File: src/rtl/tlp_framer_pkg.sv
// Shared types and constants for the TLP byte-serial framer.
package tlp_framer_pkg;

    // Framer FSM states; ST_SEQ is only reachable when TLP_FRAMER_SEQ_EN is defined
    typedef enum logic [2:0] {
        ST_IDLE = 3'd0,
        ST_STP  = 3'd1,
        ST_SEQ  = 3'd2,
        ST_DATA = 3'd3,
        ST_TAIL = 3'd4
    } tlp_framer_state_e;

    // Default control tokens
    localparam logic [7:0] STP_SYM_DEF = 8'hFB;
    localparam logic [7:0] END_SYM_DEF = 8'hFD;
    localparam logic [7:0] EDB_SYM_DEF = 8'hFE;

    // Width of the link sequence number
    localparam int SEQ_W = 12;

endpackage

File: src/rtl/tlp_seq_gen.sv
// Sequence number generator for the TLP framer (used only when
// TLP_FRAMER_SEQ_EN is defined). Holds the 12-bit counter, advances it on
// each good (END) completion and selects which of the two sequence bytes
// is presented: sel=0 -> {4'h0, seq[11:8]}, sel=1 -> seq[7:0].
module tlp_seq_gen
    import tlp_framer_pkg::*;
(
    input  logic       clk,
    input  logic       rst_n,
    input  logic       inc,
    input  logic       sel,
    output logic [7:0] seq_byte
);

    logic [SEQ_W-1:0] seq_reg;
    logic [15:0]      seq_wide;

    // Counter wraps naturally from 4095 to 0
    always_ff @(posedge clk or negedge rst_n) begin
        if (!rst_n) begin
            seq_reg <= '0;
        end else if (inc) begin
            seq_reg <= seq_reg + SEQ_W'(1);
        end
    end

    assign seq_wide = 16'(seq_reg);
    assign seq_byte = sel ? seq_wide[7:0] : seq_wide[15:8];

endmodule

File: src/rtl/tlp_framer.sv
// TLP framer: accepts a whole TLP of 1..MAX_DW DWs and serialises it as
// STP, [seq hi, seq lo], data bytes MSB-first, END/EDB. Outputs are
// registered from the next-state decode so they stay stable under
// backpressure. Optional macro: TLP_FRAMER_SEQ_EN adds the sequence number.
module tlp_framer
    import tlp_framer_pkg::*;
#(
    parameter int         MAX_DW  = 8,
    parameter logic [7:0] STP_SYM = STP_SYM_DEF,
    parameter logic [7:0] END_SYM = END_SYM_DEF,
    parameter logic [7:0] EDB_SYM = EDB_SYM_DEF,
    localparam int        LW      = $clog2(MAX_DW + 1)
) (
    input  logic                  clk,
    input  logic                  rst_n,
    input  logic                  in_valid,
    output logic                  in_ready,
    input  logic [MAX_DW*32-1:0]  in_data,
    input  logic [LW-1:0]         in_len,
    input  logic                  in_nullify,
    output logic                  sym_valid,
    input  logic                  sym_ready,
    output logic [7:0]            sym_data,
    output logic                  sym_is_k,
    output logic                  tlp_done,
    output logic                  tlp_err
);

    localparam int DBITS = MAX_DW * 32;
    localparam int BW    = $clog2(MAX_DW * 4);

    tlp_framer_state_e state_reg, state_next;
    logic [BW-1:0]     cnt_reg, cnt_next;
    logic [DBITS-1:0]  data_reg;
    logic [LW-1:0]     len_reg;
    logic              nullify_reg;
    logic              sym_valid_reg;
    logic [7:0]        sym_data_reg, sym_data_next;
    logic              sym_is_k_reg, sym_is_k_next;
    logic              done_reg, err_reg;

    logic              hs, accept, len_ok, last_byte;
    logic [LW+1:0]     len_x4;
    logic [DBITS-1:0]  data_shifted;
    logic [7:0]        seq_byte;

    assign hs        = sym_valid_reg && sym_ready;
    assign accept    = (state_reg == ST_IDLE) && in_valid;
    assign len_ok    = (in_len != '0) && (in_len <= LW'(MAX_DW));
    assign len_x4    = {len_reg, 2'b00};
    assign last_byte = ((LW+2)'(cnt_reg) == (len_x4 - (LW+2)'(1)));

    // Byte index cnt_next selects DW (cnt/4) byte (3 - cnt%4): a left shift
    // by 8*cnt puts that byte at the top of the captured vector.
    assign data_shifted = data_reg << {cnt_next, 3'b000};

`ifdef TLP_FRAMER_SEQ_EN
    logic end_hs;
    assign end_hs = (state_reg == ST_TAIL) && hs && !nullify_reg;

    tlp_seq_gen u_seq_gen (
        .clk      (clk),
        .rst_n    (rst_n),
        .inc      (end_hs),
        .sel      (cnt_next[0]),
        .seq_byte (seq_byte)
    );
`else
    assign seq_byte = 8'h00;
`endif

    // Next-state and byte counter; everything advances only on a handshake
    always_comb begin
        state_next = state_reg;
        cnt_next   = cnt_reg;
        case (state_reg)
            ST_IDLE: begin
                if (accept && len_ok) begin
                    state_next = ST_STP;
                    cnt_next   = '0;
                end
            end
            ST_STP: begin
                if (hs) begin
`ifdef TLP_FRAMER_SEQ_EN
                    state_next = ST_SEQ;
`else
                    state_next = ST_DATA;
`endif
                    cnt_next = '0;
                end
            end
            ST_SEQ: begin
                if (hs) begin
                    if (cnt_reg[0]) begin
                        state_next = ST_DATA;
                        cnt_next   = '0;
                    end else begin
                        cnt_next = cnt_reg + BW'(1);
                    end
                end
            end
            ST_DATA: begin
                if (hs) begin
                    if (last_byte) begin
                        state_next = ST_TAIL;
                    end else begin
                        cnt_next = cnt_reg + BW'(1);
                    end
                end
            end
            ST_TAIL: begin
                if (hs) begin
                    state_next = ST_IDLE;
                end
            end
            default: state_next = ST_IDLE;
        endcase
    end

    // Symbol to present in the state being entered (registered below)
    always_comb begin
        sym_data_next = 8'h00;
        sym_is_k_next = 1'b0;
        case (state_next)
            ST_STP: begin
                sym_data_next = STP_SYM;
                sym_is_k_next = 1'b1;
            end
            ST_SEQ:  sym_data_next = seq_byte;
            ST_DATA: sym_data_next = data_shifted[DBITS-1 -: 8];
            ST_TAIL: begin
                sym_data_next = nullify_reg ? EDB_SYM : END_SYM;
                sym_is_k_next = 1'b1;
            end
            default: ;
        endcase
    end

    // State, capture register and registered outputs
    always_ff @(posedge clk or negedge rst_n) begin
        if (!rst_n) begin
            state_reg     <= ST_IDLE;
            cnt_reg       <= '0;
            data_reg      <= '0;
            len_reg       <= '0;
            nullify_reg   <= 1'b0;
            sym_valid_reg <= 1'b0;
            sym_data_reg  <= 8'h00;
            sym_is_k_reg  <= 1'b0;
            done_reg      <= 1'b0;
            err_reg       <= 1'b0;
        end else begin
            state_reg <= state_next;
            cnt_reg   <= cnt_next;
            if (accept) begin
                data_reg    <= in_data;
                len_reg     <= in_len;
                nullify_reg <= in_nullify;
            end
            sym_valid_reg <= (state_next != ST_IDLE);
            sym_data_reg  <= sym_data_next;
            sym_is_k_reg  <= sym_is_k_next;
            done_reg      <= (state_reg == ST_TAIL) && hs;
            err_reg       <= accept && !len_ok;
        end
    end

    assign in_ready  = (state_reg == ST_IDLE);
    assign sym_valid = sym_valid_reg;
    assign sym_data  = sym_data_reg;
    assign sym_is_k  = sym_is_k_reg;
    assign tlp_done  = done_reg;
    assign tlp_err   = err_reg;

endmodule

File: config.mk
export PLATFORM = sky130hd
export DESIGN_NAME = tlp_framer
export DESIGN_NICKNAME = d
export VERILOG_FILES = /design/src/rtl/tlp_framer_pkg.sv /design/src/rtl/tlp_seq_gen.sv /design/src/rtl/tlp_framer.sv
export SDC_FILE = /design/constraint.sdc
export NUM_CORES = 1
export LEC_CHECK = 0
export ABC_AREA = 1
export CORE_MARGIN = 4
export CORE_UTILIZATION = 47
export CTS_CLUSTER_SIZE = 8
export DETAILED_ROUTE_END_ITERATION = 6
export GPL_TIMING_DRIVEN = 0
export PLACE_DENSITY_LB_ADDON = 0.12
export SETUP_SLACK_MARGIN = 0.02
export SKIP_CTS_REPAIR_TIMING = 1
export SYNTH_ARGS = -nofsm -noshare
export SYNTH_HDL_FRONTEND = slang
export SYNTH_SLANG_ARGS = --single-unit
export TNS_END_PERCENT = 5
File: constraint.sdc
create_clock -name clk -period 2.2 [get_ports clk]
set_input_delay 0.44 -clock clk [delete_from_list [all_inputs] [get_ports clk]]
set_output_delay 0.44 -clock clk [all_outputs]
set_load 0.005 [all_outputs]
==> summary.md, run 1 <==
| Metric | Value |
|---|---|
| M3 GR Usage | `5.13%` |
| Synth cell types | `30` |
| 1st-iter DRT viols | `1039` |
| Register bit total from synthesis | `281` |
| Unrepaired setup endpoints after global routing | `true` |
| Clock tree buffer depth | `3` |
| GRT Overall Usage | `27.6%` |
| Top Usage Layer GRT | `met2` |
| Synthesized area | `0.0136 mm2` |
| Worst min path class | `input port to flop` |
| Clk pin slew, worst setup/hold paths | `60 ps` |
| Most frequent cell on the critical path | `nand2_1` |
| Critical-path maximum fanout | `7` |
| Clock sinks | `281` |
| Slew @ Worst Pin | `769 ps` |
| CP startpoint | `len_reg[1]` |
| Num rows | `62` |
| Hold EP | `data_reg[103]` |
| Io pins | `278` |
| Fin nets | `2006` |
| Leakage power | `8.35 nW` |
| Worst path top cell family by delay | `simple AND/OR/NAND/NOR gates` |
| Seq/Total Area, Yosys | `51.6%` |
| Mean Syn Cell Area | `9.75 um2` |
| IO buf count | `277` |
| Hold Fails Final Rpt | `0` |
| Starting Density | `47.5%` |
| Post-route antenna net violation count | `0` |
| Worst hold path startpoint | `in_data[103]` |
| Max Cap Viol | `0` |
| Worst-Skew Late Latency | `530 ps` |
| Pre-CTS setup slack | `-1390 ps` |
| CP cell instances | `inv_2, ha_4, nand2_2, nand3_2, nor2_4, nand3_4, a21oi_2, nand2_2, nand2_8, nand2_8, clkbuf_16, buf_12, nand2_1, nand3_2, nand3_2, nand2_1, nand2_1, nand3_1, nand3_1, nand2_1` |
| CP max stage cell | `dfrtp_1` |
| Total core area | `0.0287 mm2` |
| Mapped Cells | `1399` |
| Final wirelength | `46.3 mm` |
| CTS tree | `done` |
| Die Ht | `178 um` |
| Critical path depth in cells | `20` |
| DRC violations left | `0` |
| GR Util met2 | `45.5%` |
| Most frequent cells in the layout | `dfrtp_1, clkdlybuf4s50_1, nand3_1` |
| Final RePlAce weighted congestion | `0.899` |
| Width of the die | `178 um` |
| Crit path buf inv count | `3` |
| Initial antenna violation count | `1` |
| Root buffer cell | `clkbuf_16` |
| Fin crit share | `126%` |
| Peak supply drop | `0.000752 V` |
| R2R cell count | `20` |
| R2R Path Start | `len_reg[1]` |
| Max Fclk | `360 MHz` |
| Post-route worst setup slack | `-574 ps` |
| Vias in the first global route | `11928` |
| Status | `finished with violations` |
| Max FFs per register | `256` |
| Largest net degree at the start of global routing | `118` |
| Syn nets | `1668` |
| WL/cell | `21.8 um` |
| Yosys warns | `0` |
| Arr. time, crit path | `3180 ps` |
| Die ar. | `0.0318 mm2` |
| Post-DP HPWL | `33.3 mm` |
| Clock Skew | `9.76 ps` |
| Layout cells sized above 1 | `28.0%` |
| Fin util | `66.5%` |
| Setup slack, reg-to-reg | `-570 ps` |
| Cell Pwr Density | `1730 mW/mm2` |
| R2R Path End | `sym_data[3]` |
| Via-to-Cell Ratio | `5.62` |
| Via count | `11934` |
| Slew HR | `48.7%` |
| Grt met1 use | `36.4%` |
| Number of H-tree levels | `2` |
| Total global routing overflow | `0` |
| Synth-to-layout area growth | `39.9%` |
| CP Capture Type | `flop` |
| Worst Hold Path Cells | `3` |
| Slowest stage delay, CP | `400 ps` |
| Final Setup Violations | `129` |
| Drt pass-1 iters | `5` |
| Commonest non-fill, non-tap cell in the layout | `dfrtp_1` |
| Slew Limit Fails | `0` |
| Min cycle time layout | `2770 ps` |
| First-pass GRT wire length | `67.0 mm` |
| CP Class | `flop to flop` |
| Cts bufs inserted | `41` |
| Startpoint types | `flop` |
| Failing checks | `negative setup slack` |
| Worst Path Required | `2610 ps` |
[logic make-up after synthesis]
family / count (synthesis) / synth area share (%)
adders and majority gates: 4 / 0.367
AOI/OAI and AO/OA: 60 / 2.32
DFF: 281 / 51.6
and+or+nand+nor: 663 / 21.8
buffers and inverters: 169 / 5.64
muxes: 222 / 18.3
[how the worst max path moves through the flow]
stage                         to  slack [ps]
finish               sym_data[3]        -570
global route         sym_data[2]        -700
CTS                  sym_data[2]       -1050
detailed placement   sym_data[4]       -1390
global placement    data_reg[69]      -11480
floorplan            sym_data[2]         -50
[cell usage after synthesis (all sizes together)]
| cell type | instances | area share (%) |
|---|---|---|
| nor4 | 2 | 0.092 |
| nand3 | 348 | 13 |
| nand3b | 1 | 0.055 |
| ha | 4 | 0.37 |
| mux2 | 222 | 18 |
| buf | 49 | 2.3 |
| nor3 | 3 | 0.15 |
| o2111ai | 1 | 0.064 |
| inv | 74 | 2.0 |
| nand2 | 292 | 8.1 |
| a21oi | 3 | 0.11 |
| nand4 | 2 | 0.092 |
| a21boi | 1 | 0.055 |
| o31ai | 1 | 0.055 |
| nor2 | 15 | 0.45 |
| o32ai | 1 | 0.064 |
| dfrtp | 281 | 52 |
| o21ai | 53 | 2.0 |
| clkbuf | 46 | 1.3 |
[worst register-to-register path, stage by stage (launching register included)]
cell and delay, ps:
dfrtp_1 400, inv_2 90, ha_4 210, nand2_2 70
nand3_2 80, nor2_4 140, nand3_4 130, a21oi_2 190
nand2_2 110, nand2_8 140, nand2_8 100, clkbuf_16 210
buf_12 150, nand2_1 70, nand3_2 90, nand3_2 110
nand2_1 70, nand2_1 60, nand3_1 90, nand3_1 90
nand2_1 60
[per-stage QoR]
stage / instances / area, um2 / hold WS, ps / power, mW / setup TNS, ps
after floorplan: 1399 / 13600 / 144 / 18.9 / -308
after global placement: 2060 / 16900 / 489 / 23.7 / -3367830
after detailed placement: 2062 / 17000 / 496 / 24.0 / -156080
after CTS: 2108 / 18000 / -57.3 / 29.6 / -85500
after global routing: 2125 / 19100 / 504 / 34.9 / -26570
final: 2125 / 19100 / 483 / 33.0 / -14040
[routing by layer]
layer	up-vias	share of wire, %
met5	-	0
met1	5866	40
met3	101	7.8
met2	540	48
met4	0	3.5
li1	5427	-
[cell type report]
class	instances	area (um2)
multi-input cells	949	6410
diodes	1	2.50
inverters	74	278
clock buffers	42	1030
flip-flops and latches	281	7030
plain buffers	94	732
clock inverters	4	50.0
well taps	384	480
repair buffers	296	3060
fillers	2296	9630
[power by group]
| part | internal [mW] | switching, mW | total, mW |
|---|---|---|---|
| clock network | 3.30 | 2.25 | 5.55 |
| registers | 7.79 | 1.38 | 9.18 |
| logic | 7.98 | 10.3 | 18.3 |
No activity file was read; power rests on OpenSTA's default activity.
==> inputs of run 2 (changes only) <==
--- a/config.mk
+++ b/config.mk
@@ -11,9 +11,8 @@
 export CTS_CLUSTER_SIZE = 8
 export DETAILED_ROUTE_END_ITERATION = 6
 export GPL_TIMING_DRIVEN = 0
-export PLACE_DENSITY_LB_ADDON = 0.12
+export PLACE_DENSITY = 0.77
 export SETUP_SLACK_MARGIN = 0.02
-export SKIP_CTS_REPAIR_TIMING = 1
 export SYNTH_ARGS = -nofsm -noshare
 export SYNTH_HDL_FRONTEND = slang
 export SYNTH_SLANG_ARGS = --single-unit
==> summary.md, run 2 (synthesis gave the netlist of run 1 again) <==
| Metric | Value |
|---|---|
| Post-route antenna net violation count | `0 (unchanged)` |
| Root buffer cell | `clkbuf_16` |
| Slew Limit Fails | `0 (unchanged)` |
| Worst-Skew Late Latency | `530 ps (about the same)` |
| CP Class | `flop to flop` |
| Number of H-tree levels | `2 (unchanged)` |
| Worst Path Required | `2650 ps (+40 ps)` |
| Slew HR | `42.9% (-5.9 points)` |
| Clk pin slew, worst setup/hold paths | `50 ps (about the same)` |
| Peak supply drop | `0.00123 V (+64%)` |
| Final wirelength | `47.7 mm (+2.9%)` |
| Synth-to-layout area growth | `42.2%` |
| Vias in the first global route | `12693 (+6.4%)` |
| Max FFs per register | `256 (unchanged)` |
| Min cycle time layout | `2820 ps (+44.8 ps)` |
| Clock sinks | `281 (unchanged)` |
| Most frequent cells in the layout | `dfrtp_1, nand3_1, clkdlybuf4s50_1` |
| Final Setup Violations | `9 (-93%)` |
| Clock tree buffer depth | `3 (unchanged)` |
| Final RePlAce weighted congestion | `0.929 (+3.3%)` |
| Drt pass-1 iters | `5 (unchanged)` |
| Clock Skew | `24.3 ps (+14.5 ps)` |
| Num rows | `62 (unchanged)` |
| Via-to-Cell Ratio | `5.80 (+3.4%)` |
| Post-route worst setup slack | `-619 ps (-44.8 ps)` |
| WL/cell | `22.3 um (+2.5%)` |
| DRC violations left | `0 (unchanged)` |
| Fin crit share | `128% (+2.0 points)` |
| Layout cells sized above 1 | `29.2% (+1.2 points)` |
| Arr. time, crit path | `3270 ps (+90 ps)` |
| Via count | `12392 (+3.8%)` |
| Starting Density | `47.5% (unchanged)` |
| Io pins | `278 (unchanged)` |
| Initial antenna violation count | `0 (-1)` |
| CP Capture Type | `flop` |
| Fin nets | `2018 (+0.60%)` |
| Status | `finished with violations` |
| Commonest non-fill, non-tap cell in the layout | `dfrtp_1` |
| CTS tree | `done` |
| Post-DP HPWL | `33.4 mm (+0.40%)` |
| 1st-iter DRT viols | `1364 (+31%)` |
| Cell Pwr Density | `1780 mW/mm2 (+2.7%)` |
| Hold Fails Final Rpt | `0 (unchanged)` |
| First-pass GRT wire length | `70.7 mm (+5.5%)` |
| Largest net degree at the start of global routing | `123 (+4.2%)` |
| Startpoint types | `flop` |
| Die ar. | `0.0318 mm2 (unchanged)` |
| GRT Overall Usage | `28.9% (+1.3 points)` |
| Failing checks | `negative setup slack` |
| Max Cap Viol | `0 (unchanged)` |
| Leakage power | `8.51 nW (+1.9%)` |
| IO buf count | `277 (unchanged)` |
| Total core area | `0.0287 mm2 (unchanged)` |
| Max Fclk | `355 MHz (-1.6%)` |
| Fin util | `67.6% (+1.1 points)` |
| Unrepaired setup endpoints after global routing | `true` |
| Die Ht | `178 um (unchanged)` |
| Cts bufs inserted | `41 (unchanged)` |
| # diodes | `0 (-1)` |
| Critical-path maximum fanout | `6 (-1)` |
| Total global routing overflow | `0 (unchanged)` |
| Final standard cell area without fillers | `0.0194 mm2 (+1.7%)` |
| Dpl cell area | `0.0170 mm2 (unchanged)` |
| Worst min path class | `input port to async pin` |
| Pwr Total | `34.5 mW (+4.4%)` |
| Slew @ Worst Pin | `856 ps (+87.2 ps)` |
| Width of the die | `178 um (unchanged)` |
## run 2: changes by cell type in the layout (fill, tap and decap cells not counted), sizes merged
cell,before,now
bufbuf,0,1
clkinvlp,0,1
diode,1,0
clkinv,3,2
buf,55,80
clkbuf,100,87
inv,75,73
## run 2: area by class of cell
type                            instances  area [um2]
Multi-Input combinational cell        949        6460
Tap cell                              384         480
Clock buffer                           43        1050
Inverter                               74         282
Clock inverter                          2        25.0
Timing Repair Buffer                  307        3300
Sequential cell                       281        7030
Buffer                                 95         762
Fill cell                            2115        9310
## run 2: final timing paths
| kind | from | endpoint | slack [ps] | cells after the start |
|---|---|---|---|---|
| worst max-delay path | len_reg[1] | sym_data[1] | -620 | 21 |
| worst min-delay path | rst_n | data_reg[167] | 430 | 2 |
| worst max register to register | len_reg[1] | sym_data[1] | -620 | 21 |
| worst min register to register | data_reg[78] | data_reg[78] | 500 | 1 |
| max in group asynchronous | rst_n | data_reg[89] | 780 | 3 |
| min in group clk | in_data[71] | data_reg[71] | 500 | 3 |
## run 2: critical path, cell delays in order, from the launching register on
cell,delay (ps)
dfrtp_1,370
inv_2,60
ha_4,270
inv_2,30
nand2_2,60
nand2_2,60
nor2_4,130
nand3_4,130
a21oi_2,170
nand2_2,80
nand2_4,80
buf_12,120
nand2_8,80
buf_12,180
clkbuf_16,160
nor2_2,140
o21ai_2,80
nand2_1,70
nand3_1,100
nand3_1,140
nand3_4,110
nand2_2,110
## run 2: where the power goes
part | internal [mW] | total (mW) | switching (mW)
Combinational | 8.86 | 19.7 | 10.9
Sequential | 7.80 | 9.24 | 1.44
Clock | 3.35 | 5.53 | 2.18
Total | 20.0 | 34.5 | 14.5
## run 2: repair_timing
action / 4_1_cts / 5_1_grt
gates resized for setup: 162 / 107
endpoints found under the hold margin: 47 / 0
hold buffers: 1 / 0
cloned: 7 / 3
pin swaps: 33 / 34
setup buffers: 10 / 7
setup endpoints to repair: 242 / 46
## run 2: stage by stage
| stage | TNS [ps] | setup WS, ps | cells | hold slack [ps] |
|---|---|---|---|---|
| floorplan | -308 | -49.2 | 1399 | 144 |
| global placement | -3251600 | -11080 | 2060 | 489 |
| global route | -5590 | -676 | 2135 | 477 |
| finish | -4740 | -619 | 2135 | 428 |
| detailed placement | -152690 | -1260 | 2062 | 375 |
| CTS | -3890 | -506 | 2125 | 427 |
## run 2: routing by layer
metal / wire length, um / track usage (%) / share of wire, % / up-vias
li1: - / - / - / 5453
met1: 18400 / 38.1 / 39 / 6069
met2: 22300 / 46.5 / 47 / 701
met3: 4240 / 5.13 / 8.9 / 169
met4: 2750 / 14.2 / 5.8 / 0
met5: 0 / 0 / 0 / -
